===== src/rtl/icache_pkg.sv =====
// Shared constants and FSM encoding for the direct-mapped instruction cache.
package icache_pkg;

    localparam int XLEN           = 32;
    localparam int INDEX_W_DEF    = 4;
    localparam int WORD_OFF_W_DEF = 2;

    typedef enum logic {
        IC_IDLE = 1'b0,
        IC_FILL = 1'b1
    } ic_state_e;

endpackage


===== src/rtl/icache_line_array.sv =====
// Valid/tag/data storage for the instruction cache.
// Combinational read port and synchronous write port.
module icache_line_array
    import icache_pkg::*;
#(
    parameter int INDEX_W    = INDEX_W_DEF,
    parameter int WORD_OFF_W = WORD_OFF_W_DEF,
    parameter int TAG_W      = XLEN - INDEX_W_DEF - WORD_OFF_W_DEF - 2
) (
    input  logic                  clk,
    input  logic                  rst,
    input  logic [INDEX_W-1:0]    rd_idx_i,
    input  logic [WORD_OFF_W-1:0] rd_off_i,
    output logic                  rd_valid_o,
    output logic [TAG_W-1:0]      rd_tag_o,
    output logic [XLEN-1:0]       rd_word_o,
    input  logic                  wr_en_i,
    input  logic [INDEX_W-1:0]    wr_idx_i,
    input  logic [WORD_OFF_W-1:0] wr_off_i,
    input  logic [XLEN-1:0]       wr_data_i,
    input  logic                  clr_en_i,
    input  logic [INDEX_W-1:0]    clr_idx_i,
    input  logic                  set_en_i,
    input  logic [TAG_W-1:0]      set_tag_i
);

    localparam int LINES = 1 << INDEX_W;
    localparam int WORDS = 1 << WORD_OFF_W;

    logic [LINES-1:0] valid_q;
    logic [TAG_W-1:0] tag_q  [LINES];
    logic [XLEN-1:0]  data_q [LINES][WORDS];

    assign rd_valid_o = valid_q[rd_idx_i];
    assign rd_tag_o   = tag_q[rd_idx_i];
    assign rd_word_o  = data_q[rd_idx_i][rd_off_i];

    always_ff @(posedge clk) begin
        if (rst) begin
            valid_q <= '0;
        end else begin
            if (clr_en_i) begin
                valid_q[clr_idx_i] <= 1'b0;
            end
            if (set_en_i) begin
                valid_q[wr_idx_i] <= 1'b1;
            end
        end
    end

    // Tag and data contents are don't-care while the valid bit is clear.
    always_ff @(posedge clk) begin
        if (wr_en_i) begin
            data_q[wr_idx_i][wr_off_i] <= wr_data_i;
        end
        if (set_en_i) begin
            tag_q[wr_idx_i] <= set_tag_i;
        end
    end

endmodule


===== src/rtl/icache.sv =====
// Direct-mapped read-only instruction cache.
// Same-cycle hits; misses fill the whole line word by word from memory.
module icache
    import icache_pkg::*;
#(
    parameter int INDEX_W    = INDEX_W_DEF,
    parameter int WORD_OFF_W = WORD_OFF_W_DEF
) (
    input  logic            clk,
    input  logic            rst,
    input  logic            rdy,
    input  logic            if_req,
    input  logic [XLEN-1:0] if_pc,
    output logic            inst_valid,
    output logic [XLEN-1:0] inst,
    output logic            mem_fetch_en,
    output logic [XLEN-1:0] mem_addr,
    input  logic            mem_valid,
    input  logic [XLEN-1:0] mem_data
);

    localparam int TAG_W = XLEN - INDEX_W - WORD_OFF_W - 2;
    localparam logic [WORD_OFF_W-1:0] LAST = '1;

    logic [WORD_OFF_W-1:0] pc_off;
    logic [INDEX_W-1:0]    pc_idx;
    logic [TAG_W-1:0]      pc_tag;

    assign pc_off = if_pc[WORD_OFF_W+1:2];
    assign pc_idx = if_pc[WORD_OFF_W+2 +: INDEX_W];
    assign pc_tag = if_pc[XLEN-1 -: TAG_W];

    ic_state_e             state_q, state_d;
    logic [WORD_OFF_W-1:0] cnt_q, cnt_d;
    logic [TAG_W-1:0]      tag_q, tag_d;
    logic [INDEX_W-1:0]    idx_q, idx_d;
    logic [XLEN-1:0]       addr_q, addr_d;
    logic                  fen_q, fen_d;

    logic                  rd_valid;
    logic [TAG_W-1:0]      rd_tag;
    logic [XLEN-1:0]       rd_word;
    logic                  hit;
    logic                  start;
    logic                  word_we;
    logic                  done;

    // The line under fill has its valid bit cleared, so it reads as a miss.
    assign hit          = rd_valid & (rd_tag == pc_tag);
    assign inst_valid   = if_req & hit;
    assign inst         = rd_word;
    assign mem_fetch_en = fen_q;
    assign mem_addr     = addr_q;

    icache_line_array #(
        .INDEX_W    (INDEX_W),
        .WORD_OFF_W (WORD_OFF_W),
        .TAG_W      (TAG_W)
    ) u_lines (
        .clk        (clk),
        .rst        (rst),
        .rd_idx_i   (pc_idx),
        .rd_off_i   (pc_off),
        .rd_valid_o (rd_valid),
        .rd_tag_o   (rd_tag),
        .rd_word_o  (rd_word),
        .wr_en_i    (word_we & rdy),
        .wr_idx_i   (idx_q),
        .wr_off_i   (cnt_q),
        .wr_data_i  (mem_data),
        .clr_en_i   (start & rdy),
        .clr_idx_i  (pc_idx),
        .set_en_i   (done & rdy),
        .set_tag_i  (tag_q)
    );

    always_ff @(posedge clk) begin
        if (rst) begin
            state_q <= IC_IDLE;
            cnt_q   <= '0;
            tag_q   <= '0;
            idx_q   <= '0;
            addr_q  <= '0;
            fen_q   <= 1'b0;
        end else if (rdy) begin
            state_q <= state_d;
            cnt_q   <= cnt_d;
            tag_q   <= tag_d;
            idx_q   <= idx_d;
            addr_q  <= addr_d;
            fen_q   <= fen_d;
        end
    end

    always_comb begin
        state_d = state_q;
        unique case (state_q)
            IC_IDLE: if (if_req && !hit) state_d = IC_FILL;
            IC_FILL: if (mem_valid && cnt_q == LAST) state_d = IC_IDLE;
            default: state_d = IC_IDLE;
        endcase
    end

    always_comb begin
        start   = 1'b0;
        word_we = 1'b0;
        done    = 1'b0;
        unique case (state_q)
            IC_IDLE: start = if_req & ~hit;
            IC_FILL: begin
                word_we = mem_valid;
                done    = mem_valid & (cnt_q == LAST);
            end
            default: ;
        endcase
    end

    always_comb begin
        cnt_d  = cnt_q;
        tag_d  = tag_q;
        idx_d  = idx_q;
        addr_d = addr_q;
        fen_d  = fen_q;
        if (start) begin
            cnt_d  = '0;
            tag_d  = pc_tag;
            idx_d  = pc_idx;
            addr_d = {pc_tag, pc_idx, {WORD_OFF_W{1'b0}}, 2'b00};
            fen_d  = 1'b1;
        end else if (done) begin
            cnt_d  = '0;
            addr_d = '0;
            fen_d  = 1'b0;
        end else if (word_we) begin
            cnt_d  = cnt_q + WORD_OFF_W'(1);
            addr_d = addr_q + 32'd4;
        end
    end

endmodule


===== config.mk =====
export PLATFORM = sky130hd
export DESIGN_NAME = icache
export DESIGN_NICKNAME = d
export VERILOG_FILES = /design/src/rtl/icache_pkg.sv /design/src/rtl/icache_line_array.sv /design/src/rtl/icache.sv
export SDC_FILE = /design/constraint.sdc
export NUM_CORES = 2
export LEC_CHECK = 0
export ABC_CLOCK_PERIOD_IN_PS = 5130
export CAP_MARGIN = 20
export CORE_MARGIN = 2
export CORE_UTILIZATION = 39
export CTS_BUF_LIST = sky130_fd_sc_hd__clkbuf_4 sky130_fd_sc_hd__clkbuf_8 sky130_fd_sc_hd__clkbuf_16
export DETAILED_ROUTE_END_ITERATION = 10
export SLEW_MARGIN = 20
export SYNTH_ARGS = -nofsm -noshare
export SYNTH_HDL_FRONTEND = slang
export SYNTH_SLANG_ARGS = --single-unit

===== constraint.sdc =====
create_clock -name clk -period 5.13 [get_ports clk]
set_input_delay 1.026 -clock clk [delete_from_list [all_inputs] [get_ports clk]]
set_output_delay 1.026 -clock clk [all_outputs]
set_load 0.05 [all_outputs]

* Word-level counts from Yosys, hierarchy flattened
Memories as Yosys holds them, arrays and structs flattened.
Index checks and enable logic that the tools add are counted.
** Cells by class
- Add/subtract/negate cells :: 2
- Magnitude comparators :: 7
- Equal/unequal tests :: 2
- Multiplexer cells :: 32
- Bitwise logic cells :: 14
- Reductions and logical operators :: 11
** Operators with widths (number)
- 2-to-1 mux 32 bit :: 6
- 2-to-1 mux 128 bit :: 1
- binary-select mux 32 bit (select 2 bit) :: 1
- demux 32 bit (select 2 bit) :: 1
- 2-to-1 mux 16 bit :: 3
- adder 32 x 3 -> 32 bit, second input constant :: 1
- equality test 24 bit :: 1
- AND 16 bit :: 1
- inverter 16 bit :: 1
- OR 16 bit :: 1
- 2-to-1 mux 1 bit :: 13
- < comparator 4 x 5 -> 1 bit, second input constant :: 2
- demux 1 bit (select 4 bit) :: 2
- greater-or-equal comparator 4 x 1 -> 1 bit, second input constant :: 2
- AND 1 bit :: 7
- greater-or-equal comparator 3 bit, second input constant :: 2
- 2-to-1 mux 2 bit :: 3
- inverter 2 -> 3 bit :: 2
- AND reduction 2 bit :: 3
- logical AND 1 bit :: 5
- binary-select mux 1 bit (select 4 bit) :: 1
- < comparator 3 x 1 -> 1 bit, second input constant :: 1
- nonzero test 3 bit :: 1
- adder 2 x 1 -> 2 bit, second input constant :: 1
- 5 further kinds :: 6
** Word-level totals
- Register bits after elaboration :: 80
- Memory bits (writable) :: 2432
- Output and inout bits :: 66
- Logic and storage cells :: 77
- Memories kept :: 2
** Memory list
- u_lines.data_q :: depth 16, width 128, read ports 1, clocked after memory_dff 0, wr ports 1, RTL line icache_line_array.sv:32 : logic [XLEN-1:0] data_q [LINES][WORDS];
- u_lines.tag_q :: depth 16, width 24, read ports 1, clocked after memory_dff 0, wr ports 1, RTL line icache_line_array.sv:31 : logic [TAG_W-1:0] tag_q [LINES];

* Depth between registers and ports, before layout
- Word-level depth :: 11
- Mapped depth :: 17

* Hierarchy
Synthesis repeated with hierarchy kept, for this count alone.
** Second synthesis, totals
- Cell total of the unflattened synthesis :: 4373
- Area, all modules :: 96406.2 µm²
** By module, submodules not included
- icache_line_array :: times used 1, cells an instance 3938, area an instance 92815.3 µm², sequential area each 73350.3 µm²
- icache :: times used 1, cells an instance 435, area an instance 3590.9 µm², sequential area each 1241.2 µm²

* Worst setup path before layout
OpenSTA, ideal clock, no wires.
- Path kind :: in2out
- Start :: input port if_pc[4]
- End :: output port inst[0]
- Data arrival time :: 4.452 ns
- Path slack :: -0.348 ns
- Cell stages on the path :: 9
- Cells stage by stage :: buf_4 -> buf_2 -> buf_2 -> buf_2 -> buf_1 -> buf_1 -> mux4_2 -> mux4_2 -> mux4_2
** Between the ends
- Longest elaborated chain between the ends :: 4
** Ends and longest elaborated chain
- start, declared :: RTL line icache.sv:13 : input logic [XLEN-1:0] if_pc,
- memory (16 x 128 bit)
- binary-select mux 32 bit (select 2 bit) :: RTL line icache_line_array.sv:36 : assign rd_word_o = data_q[rd_idx_i][rd_off_i];
- 2-to-1 mux 32 bit (implied by the code) (2 in series) :: RTL line icache_line_array.sv:36
- end, declared :: RTL line icache.sv:15 : output logic [XLEN-1:0] inst,
No other way between the ends. The select of a mux whose other input is x is not followed.

* Worst setup path after layout
- Start :: input port if_pc[4]
- End :: output port inst[20]
The elaborated chain is that of the path after synthesis.

==> out/summary.md <==
The number of flops mapped to enable cells by yosys is 2432. The tools report the final wirelength as 242800 um. The total area inside the core boundary comes to 246400 um2.

Register area share after synthesis: 0.7711. The run gives 0 as the total congestion overflow after global routing. The die boundary height is 502.0 um. The share of async-settable or async-resettable flops after synthesis was 0; the number of cells produced by synthesis was 4197.

The largest driver fanout on the critical path is 32. The net count of the finished layout is 4679. After detailed routing, the number of vias per cell comes to 5.690. The floorplan has 182 rows. In this run the critical register-to-register path is captured at mem_addr[17]$_SDFFE_PP0P_.

The worst setup path is of the primary input to output port kind. For the setup slack of the most critical reg-to-reg path, the log shows 1.40 ns. In this run the horizontal extent of the chip is 502.0 um. The area growth from synthesis to layout is 16.75%. The logs give 0 for the post-route DRC violation count and 7 for the count of TritonRoute iterations in the first routing pass. The detail route stage leaves a number of antenna-violating nets equal to 0. The worst setup timing slack at the placement stage came out at -0.1567 ns. After synthesis the cells add up to 96740 um2. The post-layout worst setup margin was 0.05203 ns. The master cell of the clock root buffer was sky130_fd_sc_hd__clkbuf_16. The logs give 0.4584 for the final design utilization and 0 for the yosys synthesis warning count. The number of distinct library cell variants in the gate-level netlist after synthesis was 66; the number of clock sinks was 2510. The number of setup violations in the final report was 0; the maximum root-to-sink buffer count was 3. The post-synthesis average cell area is 23.05 um2, and the number of design-rule violations left by the first detailed-router iteration is 5069. The tools report the critical path capture point as inst[20]. The depth of the worst register-to-register path works out to 14. Share of layout cells above drive strength 1: 0.3261. After synthesis the netlist holds a flip-flop and latch count of 2510. The cell area after layout was 112900 um2; the power density of the placed cells was 379.7 nW/um2. The post-synthesis cell type with the largest combined area is sky130_fd_sc_hd__edfxtp_1. The run gives 0.89 ns as the clock latency at the later pin of the worst-skew pair.

For the total clock buffers created by CTS, the log shows 241. The total global routing track utilization is 0.1912. TritonCTS built the clock tree. The number of max-cap violations is 0. For the relative max-transition margin, the log shows 0.2917. By area the synthesized netlist is led by sky130_fd_sc_hd__edfxtp_1 (75%), sky130_fd_sc_hd__mux4_2 (17%), sky130_fd_sc_hd__dfxtp_1 (1.6%), sky130_fd_sc_hd__mux2i_1 (1.2%), sky130_fd_sc_hd__nor2_1 (0.51%). Final clock period utilization by the worst path: 0.9899.

The number of global-route vias before repair was 46680; the count of buffers inserted at the top-level ports was 130. For the worst setup path, the data arrival time is 4.05 ns. The clock period could shrink to 5.078 ns.

The H-tree was split into 4 levels. The logs give 0.3937 mV for the peak supply drop and 252000 um2 for the overall die area. The average detailed-routed wire length per instance was 29.84 um. The run gives 0 as the number of post-CTS setup repair buffers. The maximum number of pins on one net before global-route repair was 101; the data required time of the worst path was 4.10 ns. The clock-pin slew on the worst setup and hold paths was 0.06 ns; the number of slew-limit violations in the final report was 0. The first-pass GRT wire length was 345200 um; the total chip power was 42880 uW.

The logs give 104700 um2 for the placed standard-cell area and 135 for the number of primary I/O pins. The tools report the leakage power summed over all cells as 0.03550 uW. At the pin with the least slew margin, the transition time is 1.062 ns.

Derived from the worst setup path, the maximum achievable clock frequency is 196.9 MHz. The area fraction of the dominant cell type after synthesis was 0.7549; the setup skew after layout was 0.09321 ns. The effective utilization at floorplan was 0.3926. STA classifies the critical path endpoint as an output port. The run finished with clean final reports. The hold violation total from the final report was 0; the total vias in the final route was 46290. The tools report the startpoint of the most critical register-to-register path as u_lines.tag_q[9][18]$_DFFE_PP_. For the number of antenna violations at the first check in global routing, the log shows 25.

STA classifies the critical path startpoint as a primary input. The most critical setup path has its startpoint at if_pc[4]. The most common flop cell mapped by yosys was sky130_fd_sc_hd__edfxtp_1. The final weighted congestion in routability-driven placement was 0.8430. The type of the most critical hold path was register to register. Detailed placement ended at an HPWL of 141600 um.

Hold repair after CTS inserted 0 buffers.
cells in the mapped netlist, types with 10 or more instances:
| master | n |
|---|---|
| sky130_fd_sc_hd__o21ai_0 | 23 |
| sky130_fd_sc_hd__nand3_1 | 34 |
| sky130_fd_sc_hd__a21oi_1 | 42 |
| sky130_fd_sc_hd__mux2i_1 | 119 |
| sky130_fd_sc_hd__nand2_1 | 55 |
| sky130_fd_sc_hd__and3_1 | 11 |
| sky130_fd_sc_hd__dfxtp_1 | 78 |
| sky130_fd_sc_hd__inv_1 | 40 |
| sky130_fd_sc_hd__buf_4 | 18 |
| sky130_fd_sc_hd__nor2b_1 | 10 |
| sky130_fd_sc_hd__buf_2 | 26 |
| sky130_fd_sc_hd__edfxtp_1 | 2432 |
| sky130_fd_sc_hd__clkbuf_1 | 127 |
| sky130_fd_sc_hd__nor2_1 | 132 |
| sky130_fd_sc_hd__buf_1 | 55 |
| sky130_fd_sc_hd__mux4_2 | 736 |
| sky130_fd_sc_hd__a22oi_1 | 45 |
| sky130_fd_sc_hd__o22ai_1 | 30 |
| sky130_fd_sc_hd__xnor2_1 | 12 |
| sky130_fd_sc_hd__a32oi_1 | 14 |
| sky130_fd_sc_hd__nor3_1 | 18 |
| sky130_fd_sc_hd__nor4_1 | 20 |
placed cells by master (no fill, tap or decap), drive strengths merged, types with 21 or more instances in the layout:
cell type / netlist / routed
a21oi: 42 / 42
a22oi: 45 / 45
buf: 99 / 331
bufinv: 0 / 26
clkbuf: 127 / 303
clkdlybuf4s50: 0 / 58
clkinv: 2 / 115
dfxtp: 78 / 78
edfxtp: 2432 / 2432
inv: 41 / 47
mux2i: 119 / 119
mux4: 736 / 736
nand2: 56 / 56
nand3: 34 / 34
nor2: 134 / 134
nor4: 21 / 21
o21ai: 28 / 28
o22ai: 30 / 30
sequential cells by signal, summed over array words and instances (netlist names):
name             count
u_lines.valid_q     16
mem_fetch_en         1
u_lines.data_q    2048
state_q              1
mem_addr            30
u_lines.tag_q      384
idx_q                4
tag_q               24
cnt_q                2
logic make-up (layout without fill, tap and decap cells):
group | Yosys count | in the layout | synth area share
AOI/OAI and AO/OA | 207 | 207 | 0.01473
xor gates and xnor gates | 19 | 19 | 0.001720
adders and majority gates | 5 | 5 | 0.0006467
buffers and inverters | 269 | 885 | 0.01147
DFF | 2510 | 2510 | 0.7711
muxes | 864 | 864 | 0.1847
other | 1 | 11 | 0.00003876
and+or+nand+nor | 322 | 322 | 0.01562
layout make-up:
class	instances	area [um2]
Antenna cell	9	22.52
Timing Repair Buffer	390	4242
Sequential cell	2510	74590
Clock inverter	150	1575
Fill cell	20350	133400
Inverter	43	168.9
Tap cell	3312	4144
Multi-Input combinational cell	1419	21680
Clock buffer	302	6519
worst min path at each step:
stage                                   start                        end  slack (ns)  depth (start not counted)
floorplan                state_q$_SDFFE_PP0P_       state_q$_SDFFE_PP0P_        0.47                          2
global placement    mem_fetch_en$_SDFFE_PP0P_  mem_fetch_en$_SDFFE_PP0P_        0.45                          2
detailed placement  mem_fetch_en$_SDFFE_PP0P_  mem_fetch_en$_SDFFE_PP0P_        0.46                          2
CTS                 mem_fetch_en$_SDFFE_PP0P_  mem_fetch_en$_SDFFE_PP0P_        0.47                          2
global route        mem_fetch_en$_SDFFE_PP0P_  mem_fetch_en$_SDFFE_PP0P_        0.49                          2
finish              mem_fetch_en$_SDFFE_PP0P_  mem_fetch_en$_SDFFE_PP0P_        0.47                          2
worst max-delay path, stage by stage:
cell                     delay (ns)
sky130_fd_sc_hd__buf_8         0.20
sky130_fd_sc_hd__buf_4         0.24
sky130_fd_sc_hd__buf_12        0.29
sky130_fd_sc_hd__buf_12        0.32
sky130_fd_sc_hd__mux4_2        0.56
sky130_fd_sc_hd__mux4_2        0.49
sky130_fd_sc_hd__mux4_2        0.57
sky130_fd_sc_hd__buf_4         0.24
stage by stage:
stage / setup TNS [ns] / hold slack, ns / cells
after detailed placement: -0.1567 / 0.4618 / 7671
final: 0 / 0.4732 / 8135
after global placement: -0.2336 / 0.4525 / 7671
after floorplan: -0.004050 / 0.4667 / 4198
after CTS: 0 / 0.4738 / 8123
after global routing: -0.003049 / 0.4887 / 8133
repair_timing:
item | CTS | global route
gates cloned | 0 | 0
endpoints found under the setup margin | 1 | 1
pin swaps | 2 | 2
resized for setup | 4 | 5
power breakdown:
group	switching (uW)	leakage (uW)	internal, uW
combinational	1420	0.00874	948
sequential	66.2	0.0227	22500
clock	7640	0.00403	10300
metal layers:
layer / routed length, um / global-route usage
met3: 17570 / 0.03269
met4: 4715 / 0.04840
met2: 118600 / 0.3079
met1: 101900 / 0.2715
met5: 0 / 0
(Power assumes the default switching activity.)
